<file path="config.mk">
export PLATFORM = sky130hd
export DESIGN_NAME = nibbler_alu_seq
export DESIGN_NICKNAME = d
export VERILOG_FILES = /design/src/rtl/nibbler_alu_seq.sv
export SDC_FILE = /design/constraint.sdc
export NUM_CORES = 1
export LEC_CHECK = 0
export BUFFER_PORTS_ARGS = -buffer_cell sky130_fd_sc_hd__buf_2
export CORE_MARGIN = 2
export CORE_UTILIZATION = 35
export CTS_CLUSTER_DIAMETER = 200
export CTS_CLUSTER_SIZE = 28
export DETAILED_ROUTE_END_ITERATION = 6
export HOLD_SLACK_MARGIN = 0.02
export PLACE_DENSITY_LB_ADDON = 0.05
export SKIP_LAST_GASP = 1
export SYNTH_ARGS = -nofsm -noshare
export SYNTH_HDL_FRONTEND = slang
export SYNTH_SLANG_ARGS = --single-unit
</file>
<file path="constraint.sdc">
create_clock -name clk -period 2.53 [get_ports clk]
set_input_delay 0.253 -clock clk [delete_from_list [all_inputs] [get_ports clk]]
set_output_delay 0.253 -clock clk [all_outputs]
set_load 0.01 [all_outputs]
</file>
<file path="src/rtl/nibbler_alu_seq.sv">
// rtl/nibbler_alu_seq.sv - registered N-bit ALU with iterative MUL/SHL/SHR behind start/busy/done
module nibbler_alu_seq #(
    parameter int N = 4
) (
    input  logic         clk,
    input  logic         reset,
    input  logic         start,
    input  logic [3:0]   op,
    input  logic [N-1:0] A_Result,
    input  logic [N-1:0] data_bus,
    input  logic         notCarryIn,
    output logic         busy,
    output logic         done,
    output logic [N-1:0] result,
    output logic         notC,
    output logic         notZ
);

    localparam int CW = $clog2(N + 1);
    localparam logic [CW-1:0] N_CNT   = CW'(N);
    localparam logic [CW-1:0] ONE_CNT = CW'(1);
    localparam logic [N-1:0]  N_VEC   = N'(N);

    localparam logic [1:0] S_IDLE  = 2'b00;
    localparam logic [1:0] S_MUL   = 2'b01;
    localparam logic [1:0] S_SHIFT = 2'b10;

    logic [1:0]     state;
    logic [CW-1:0]  cnt;
    logic [2*N-1:0] acc;
    logic [2*N-1:0] mcand;
    logic [N-1:0]   mplier;
    logic [N-1:0]   shreg;
    logic           sh_left;

    logic [CW-1:0]  shamt;
    logic [N:0]     a_x;
    logic [N:0]     b_x;
    logic [N:0]     c_x;
    logic [N:0]     alu;
    logic           alu_wr_res;
    logic           alu_wr_flags;
    logic [2*N-1:0] acc_next;
    logic [N-1:0]   sh_next;
    logic           sh_out;

    assign a_x   = {1'b0, A_Result};
    assign b_x   = {1'b0, data_bus};
    assign c_x   = {{N{1'b0}}, ~notCarryIn};
    assign shamt = (data_bus >= N_VEC) ? N_CNT : data_bus[CW-1:0];
    assign busy  = (state != S_IDLE);

    // Single-cycle datapath; bit N of the N+1-bit result is the carry/borrow
    always_comb begin
        alu          = a_x;
        alu_wr_res   = 1'b1;
        alu_wr_flags = 1'b1;
        case (op)
            4'b0000: alu = a_x;
            4'b0001: alu = a_x - b_x;
            4'b0010: alu = b_x;
            4'b0011: alu = a_x + b_x;
            4'b0100: alu = {1'b0, ~(A_Result | data_bus)};
            4'b0101: alu = a_x + b_x + c_x;
            4'b0110: alu = a_x - b_x - c_x;
            4'b0111: begin
                alu        = a_x - b_x;
                alu_wr_res = 1'b0;
            end
            4'b1000, 4'b1001, 4'b1010: alu = a_x;
            default: begin
                alu_wr_res   = 1'b0;
                alu_wr_flags = 1'b0;
            end
        endcase
    end

    assign acc_next = acc + (mplier[0] ? mcand : '0);
    assign sh_next  = sh_left ? {shreg[N-2:0], 1'b0} : {1'b0, shreg[N-1:1]};
    assign sh_out   = sh_left ? shreg[N-1] : shreg[0];

    always_ff @(posedge clk) begin
        if (reset) begin
            state   <= S_IDLE;
            cnt     <= '0;
            acc     <= '0;
            mcand   <= '0;
            mplier  <= '0;
            shreg   <= '0;
            sh_left <= 1'b0;
            done    <= 1'b0;
            result  <= '0;
            notC    <= 1'b1;
            notZ    <= 1'b0;
        end else begin
            done <= 1'b0;
            case (state)
                S_IDLE: begin
                    if (start) begin
                        if (op == 4'b1000) begin
                            state  <= S_MUL;
                            cnt    <= N_CNT;
                            acc    <= '0;
                            mcand  <= {{N{1'b0}}, A_Result};
                            mplier <= data_bus;
                        end else if ((op == 4'b1001 || op == 4'b1010) && shamt != '0) begin
                            state   <= S_SHIFT;
                            cnt     <= shamt;
                            shreg   <= A_Result;
                            sh_left <= (op == 4'b1001);
                        end else begin
                            done <= 1'b1;
                            if (alu_wr_res)
                                result <= alu[N-1:0];
                            if (alu_wr_flags) begin
                                notC <= ~alu[N];
                                notZ <= |alu[N-1:0];
                            end
                        end
                    end
                end
                S_MUL: begin
                    acc    <= acc_next;
                    mcand  <= {mcand[2*N-2:0], 1'b0};
                    mplier <= mplier >> 1;
                    cnt    <= cnt - ONE_CNT;
                    // Last partial product lands straight in the result registers
                    if (cnt == ONE_CNT) begin
                        state  <= S_IDLE;
                        done   <= 1'b1;
                        result <= acc_next[N-1:0];
                        notC   <= ~(|acc_next[2*N-1:N]);
                        notZ   <= |acc_next[N-1:0];
                    end
                end
                S_SHIFT: begin
                    shreg <= sh_next;
                    cnt   <= cnt - ONE_CNT;
                    if (cnt == ONE_CNT) begin
                        state  <= S_IDLE;
                        done   <= 1'b1;
                        result <= sh_next;
                        notC   <= ~sh_out;
                        notZ   <= |sh_next;
                    end
                end
                default: state <= S_IDLE;
            endcase
        end
    end

endmodule

</file>
==> metrics <==
CTS Buf Count=5; clock-pin slew on the worst setup and hold paths=around 0.08 ns; synth-to-layout area growth=23.5%; setup bufs post-CTS=0; Slew Viols, Final=0; critical path startpoint=A_Result[0]; Worst Path Buf+Inv=4; largest net degree at the start of global routing=38; final core occ=0.443; worst hold path type=in2reg; cells after synthesis=about 420; Tot GR Track Use=0.217; Netlist cell types=69; routed len/inst=18.4 um; Register Area=approximately 740 sq um; worst vdd ir=approximately 0.20 mV; RR Startpoint=mplier[0]; fillers=941; pre-CTS WS=-0.120 ns; EDFF count, synth=0; drt first-iter violations=roughly 180; share of post-route cells with drive strength above 1=0.252; Power, Total=0.00162 W; largest area contributor in the netlist=dfxtp_1; num rows=35; r2r setup slk=0.11 ns; Post-synth ARST share=0; slowest CP cell=fa_1; post-synth top area share=0.225; routed vias=3265; Critical Path Sink=result[2]; worst path required time=approximately 2.7 ns; CTS root buf=clkbuf_8; Final period util=0.961; CP max stage delay=0.48 ns; final setup skew=0.00595 ns; deepest clock path buffer count=2; CTS tree=built; Period minus WS final=roughly 2.4 ns; clock sinks=37; Die H=a little over 100 um; Tightest Pin Transition=just under 0.8 ns; Worst setup SP type=input port; via/cell ratio=5.59; GP Congestion=0.831; status=completed; Crit path max-delay family=compound AO/OA/AOI/OAI gates; DRT antenna net count=0; HPWL after DPL=~8300 um; initial antenna violation count=1; Worst Setup End Kind=flip-flop; CP cell instances=buf_2 > inv_1 > ha_1 > inv_1 > fa_1 > inv_1 > ha_1 > o21bai_1 > a41oi_1 > a32o_1 > a41oi_1 > a21oi_1 > o31ai_1; worst setup path class=in2reg; GR Overflow Total=0; Static Leak=1.64 nW; Hold WS=0.302 ns; sequential area share after synthesis=0.225; Mapped Area=between 3000 and 4000 sq um; final wirelength=~11000 um; Max-Cap Viols=0; Core ar.=9200 sq um; Avg Synthesized Cell Area=7.92 sq um; Clk Latency, worst-skew pair=about 0.3 ns; vias in the first global route=3184; post-route DRC violation count=0; Synth Register Bits=37; H-tree Lvls=2; Slew HR=0.470; synth top area cells=dfxtp_1 22%, ha_1 11%, a21oi_1 5.2%; Final Setup Violations=0; I/O pin cnt=24; synth warn=0; Top FF cell, synth=dfxtp_1; CP Data Arrival Time=about 2.6 ns; Worst path depth=13; DRT Pass-1 Iters=4; nets=519; first-pass GRT wire length=17100 um; IO buf count=23; Cell Pwr Density=399 nW/um^2; multi-input combinational cell area=2460 sq um; initial core utilization=0.358; worst r2r path cells=10; Syn Nets=464; fmax=about 410 MHz; Final WS setup=0.0992 ns; die area=roughly 10000 sq um; Hold Violations, Final=0; most used cell, CP=inv_1; die width=101 um; RR Endpoint=notC; crit path max fanout=4
[tightest hold or removal path: stages]
cell	delay, ns
buf_2	0.14
nand3_1	0.09
a21oi_1	0.06
[cells in the mapped netlist, drive strengths merged, types with 8 or more instances]
master	instances
and2	8
mux2i	12
nand3	21
inv	29
clkbuf	14
nor2	36
buf	12
ha	29
o21ai	18
a21oi	34
dfxtp	37
nand2	34
a211oi	13
[power by group]
group | internal [W] | switching, W | total, W | leakage, nW
clock network | 0.000322 | 0.000226 | 0.000547 | 0.0585
registers | 0.000602 | 0.0000162 | 0.000618 | 0.300
logic | 0.000198 | 0.000259 | 0.000457 | 1.29
total | 0.00112 | 0.000501 | 0.00162 | 1.64
[worst min path at each step]
stage,from,end,slack [ns],cells after the start
after global placement,result[0],result[0],0.44,2
after global routing,A_Result[0],mcand[0],0.31,3
after detailed placement,result[0],result[0],0.44,2
after CTS,A_Result[0],mcand[0],0.29,3
after floorplan,data_bus[3],mplier[3],0.40,2
final,A_Result[0],mcand[0],0.30,3
[layer usage]
| layer | track usage | wire length [um] | vias up |
|---|---|---|---|
| met2 | 0.332 | 4920 | 79 |
| met5 | 0 | 0 | - |
| li1 | - | - | 1628 |
| met1 | 0.315 | 5210 | 1549 |
| met4 | 0.0634 | 116 | 0 |
| met3 | 0.0319 | 529 | 9 |
[cell families (layout without fill, tap and decap cells)]
kind of cell,after synthesis,count (layout),synth area share
mux,12,12,0.0365
other cells,0,1,0
xor+xnor,13,13,0.0429
simple gates,139,139,0.220
buf+inv,56,112,0.0687
flops,37,37,0.225
compound gates,127,127,0.278
fa+ha+maj,32,32,0.128
[cells in the final DEF, fill, tap and decap left out, types with 5 or more instances in the layout]
cell type / n
inv_1: 29
a21o_1: 5
xor2_1: 7
and2_1: 5
o211ai_1: 7
nand2_1: 34
mux2i_1: 12
clkbuf_8: 6
ha_1: 24
nand3_1: 21
nand3b_1: 5
a21oi_1: 32
buf_4: 51
dfxtp_1: 36
nor2_1: 35
nor3_1: 6
o21ai_0: 16
a211oi_1: 12
buf_2: 23
[state kept, by name, indices dropped and copies added, names as in the netlist]
signal   flops
acc          8
cnt          3
done         1
mcand        8
mplier       4
notC         1
notZ         1
result       4
sh_left      1
shreg        4
state        2
[final cells by class]
cell class / instances / area share
multi-input combinational: 323 / 0.604
clock inverter: 1 / 0.00738
sequential: 37 / 0.182
inverter: 30 / 0.0277
clock buffer: 7 / 0.0212
tap: 111 / 0.0341
antenna: 1 / 0.000615
timing repair buffer: 74 / 0.122
[stage by stage]
step           instance area [sq um]  setup TNS, ns  instances
2_1_floorplan                   3290              0        416
4_1_cts                         3940              0        583
3_5_place_dp                    3820         -0.220        575
5_1_grt                         4070        -0.0552        584
6_report                        4070              0        584
3_3_place_gp                    3820         -0.208        575
[what timing repair did]
action,CTS,global route
gates resized for setup,1,22
pin swaps,0,8
hold endpoints to repair,0,0
endpoints found under the setup margin,1,1
hold buffers,0,0
(Power assumes the default switching activity.)
